--- config.mk ---
export PLATFORM = sky130hd
export DESIGN_NAME = sha256_sigma0
export DESIGN_NICKNAME = d
export VERILOG_FILES = /design/src/rtl/sha256_pkg.sv /design/src/rtl/sha256_rotr.sv /design/src/rtl/sha256_sigma0.sv
export SDC_FILE = /design/constraint.sdc
export NUM_CORES = 1
export LEC_CHECK = 0
export BUFFER_PORTS_ARGS = -buffer_cell sky130_fd_sc_hd__buf_4
export CAP_MARGIN = 20
export CORE_UTILIZATION = 45
export DETAILED_ROUTE_END_ITERATION = 12
export GPL_ROUTABILITY_DRIVEN = 0
export GPL_TIMING_DRIVEN = 0
export HOLD_SLACK_MARGIN = 0.06
export PLACE_DENSITY = 0.83
export SYNTH_ARGS = -nofsm -noshare
export SYNTH_HDL_FRONTEND = slang
export SYNTH_SLANG_ARGS = --single-unit
--- constraint.sdc ---
create_clock -name clk -period 1.57 [get_ports clk]
set_input_delay 0.157 -clock clk [delete_from_list [all_inputs] [get_ports clk]]
set_output_delay 0.157 -clock clk [all_outputs]
set_load 0.02 [all_outputs]
--- src/rtl/sha256_pkg.sv ---
// Shared SHA-256 constants and the MSB-at-index-0 word type.
package sha256_pkg;

  localparam int unsigned WORD_W = 32;

  localparam int unsigned S0_R1 = 7;
  localparam int unsigned S0_R2 = 18;
  localparam int unsigned S0_SH = 3;

  typedef logic [0:WORD_W-1] word_t;

endpackage

--- src/rtl/sha256_rotr.sv ---
// Constant rotate-right on the numeric value of a word.
// Index 0 is the MSB, so the low-order bits are taken from the high end of the index range.
module sha256_rotr
  import sha256_pkg::*;
#(
  parameter int unsigned SHIFT = 1
) (
  input  word_t word_i,
  output word_t word_o
);

  // Valid for 1 <= SHIFT <= WORD_W-1. The low-order bits move up to the MSB end.
  assign word_o = {word_i[WORD_W-SHIFT:WORD_W-1], word_i[0:WORD_W-SHIFT-1]};

endmodule

--- src/rtl/sha256_sigma0.sv ---
// SHA-256 small sigma-0 for the message schedule.
// Gives a zero-latency result and a registered copy with a valid flag.
module sha256_sigma0
  import sha256_pkg::*;
(
  input  logic          clk,
  input  logic          rst_n,
  input  logic [0:31]   A,
  input  logic          in_valid,
  output logic [0:31]   Y,
  output logic [0:31]   Y_q,
  output logic          out_valid
);

  word_t rot1;
  word_t rot2;
  word_t shr;
  word_t res_d, res_q;
  logic  vld_d, vld_q;

  sha256_rotr #(.SHIFT(S0_R1)) u_rotr_r1 (
    .word_i (A),
    .word_o (rot1)
  );

  sha256_rotr #(.SHIFT(S0_R2)) u_rotr_r2 (
    .word_i (A),
    .word_o (rot2)
  );

  assign shr = {{S0_SH{1'b0}}, A[0:WORD_W-S0_SH-1]};
  assign Y   = rot1 ^ rot2 ^ shr;

  // The result register holds across idle cycles; only the flag clears.
  always_comb begin
    res_d = res_q;
    vld_d = 1'b0;
    if (in_valid) begin
      res_d = Y;
      vld_d = 1'b1;
    end
  end

  always_ff @(posedge clk or negedge rst_n) begin
    if (!rst_n) begin
      res_q <= '0;
      vld_q <= 1'b0;
    end else begin
      res_q <= res_d;
      vld_q <= vld_d;
    end
  end

  assign Y_q       = res_q;
  assign out_valid = vld_q;

endmodule

==> flow_summary.toml <==
[run_status]
status = "completed"

[cells_and_area]
final_layout_size_suffix_gt1_share_pct = 70.95
n_fill_cell = 294
final_nets = 244
antenna_cells = 0
area_delta_synth_final_pct = 47.09
fin_area_um2 = 2849

[synthesis]
ys_seq_area_share_pct = 42.64
synth_cell_types = 8
syn_area_per_cell_um2 = 19.18
syn_inst = 101
ys_seq_elements = 33
synth_nets = 136
yosysWarnings = 0
syn_area_um2 = 1937

[worst_setup_path]
max_stage_delay_ns = 0.52
crit_chain = "dlygate4sd3_1 -> buf_4 -> clkbuf_2 -> buf_2 -> mux2_2"
path_class = "in2reg"
cp-end-kind = "flop"
cp.arrival_ns = 1.61
critPathSlowestCell = "dlygate4sd3_1"
cp.required_ns = 1.74
critPathTopFamily = "buffers and inverters"
r2r-start = "Y_q[30]"
cp_num_buf_inv = 4
crit_fanout = 10
cp-start-kind = "input pin"
crit_start = "in_valid"
rrSetupSlack_ns = 0.79

[grt]
antenna_found_initial = 0
grt_pass1_vias = 1394
grt_max_degree = 34
grt_usage_pct = 22.04
grt_pass1_wl_mm = 6.920
overflow = 0

[floorplan]
start_util_pct = 47.73
dieArea_um2 = 4570
boundaryPins = 100
die_w_um = 67.61
die_y_um = 67.61
core_area_um2 = 4058
num_rows = 23

[routing]
drc = 0
vias_per_cell = 4.923
wl_mm = 4.828
dr.pass1.iters = 3
routedWlPerCell_um = 18.57
drtIter0Drc = 35
vias = 1280
antenna_left = 0

[timing]
timing.final.crit_share_pct = 91.90
tightestPinTransition_ns = 0.4283
period_minus_slack_ns = 1.443
layout_setup_ws_ns = 0.1271
rsz0062_at_grt = "no"
fmax_mhz = 693.1
relSlewSlack_pct = 71.45
hold_viol_final = 0
skew_ns = 0
finalSetupTns_ns = 0
setup_viol = 0
slew_violations = 0

[cts]
cts_tree = "yes"
clockBufferDepth = 2
clk_pin_slew_ns = 0.07
cts.sinks = 33
clkLatencyLatePin_ns = 0.28
clock-root-buffer = "clkbuf_8"
post-cts-setup-buffer-count = 0
cts_made_buffers = 5
htreeDepth = 2

[hold_path]
holdCritPathClass = "in2reg"
worstHoldStart = "A[3]"

[placed_design]
dp_hpwl_mm = 3.869
post-place-ws_ns = 0.3637
numPortBuffers = 99
placed_cell_area_um2 = 2743

[power]
total_power_uw = 3161
vdd_ir_drop_max_v = 0.0007226
p_leak_uw = 0.001522
powerDensity_nw_per_um2 = 1109

[flow_run]
max_cap_viol_count = 0
==> routing by layer <==
layer  vias to the layer above  part of all wire [%]  GRT usage (%)
met5                         -                     0              0
met1                       619                    39          26.73
li1                        586                     -              -
met2                        64                    50          35.27
met3                        11                   8.4          8.277
met4                         0                   1.9          8.777
==> power breakdown <==
group | switching (µW) | leakage [µW] | internal (µW)
combinational | 685 | 0.00109 | 739
clock | 325 | 0.0000439 | 306
sequential | 92.3 | 0.000386 | 1010
==> area by class of cell <==
cell class / count / area, µm² / share of cell area (%)
Clock buffer: 5 / 68.82 / 2.415
Multi-Input combinational cell: 64 / 1091 / 38.30
Timing Repair Buffer: 101 / 763.2 / 26.79
Tap cell: 50 / 62.56 / 2.196
Sequential cell: 33 / 825.8 / 28.99
Clock inverter: 3 / 17.52 / 0.6148
Buffer: 4 / 20.02 / 0.7027
==> placed cells by master, fill, tap and decap left out, drive strengths merged <==
cell | synthesis | layout
xor2 | 3 | 3
clkinvlp | 0 | 1
xor3 | 29 | 29
buf | 3 | 102
dlygate4sd3 | 0 | 2
clkinv | 0 | 2
clkbuf | 1 | 6
mux2 | 32 | 32
dfrtp | 33 | 33
==> sequential cells by signal (all words and copies together), names as in the netlist <==
register / cells
Y_q: 32
out_valid: 1
==> synthesized netlist by cell type <==
cell | n | area share [%]
xor3_2 | 6 | 7.8
buf_2 | 3 | 0.77
mux2_4 | 2 | 1.6
clkbuf_2 | 1 | 0.26
xor3_1 | 23 | 28
mux2_2 | 30 | 17
dfrtp_1 | 33 | 43
xor2_1 | 3 | 1.4
==> repair_timing <==
item	in CTS	in global routing
hold buffers	2	0
endpoints found under the setup margin	0	0
endpoints found under the hold margin	34	0
resized for setup	0	0
==> tightest hold or removal path, stage by stage <==
cell	delay, ns
buf_4	0.10
xor3_1	0.16
mux2_2	0.14
==> path summary, 6_finish.rpt <==
path / endpoint / cells past startpoint
worst max register to register: Y_q[30] / 1
worst min register to register: Y_q[21] / 1
worst min-delay path: Y_q[6] / 3
max in group asynchronous: Y_q[0] / 2
worst max-delay path: Y_q[4] / 5
min in group asynchronous: Y_q[1] / 2
==> through the flow <==
stage,hold WS [ns],util (%),std cells
floorplan,-0.1386,-,101
finish,0.2987,70.21,260
global route,0.3060,70.21,260
global placement,0.1185,67.59,250
detailed placement,0.1294,67.59,250
CTS,0.2874,70.21,260
==> cells by family after synthesis <==
group / after synthesis / synth area share, %
xor gates and xnor gates: 32 / 37.34
buffers and inverters: 4 / 1.033
DFF: 33 / 42.64
muxes: 32 / 18.99
No activity file was read; power rests on OpenSTA's default activity.
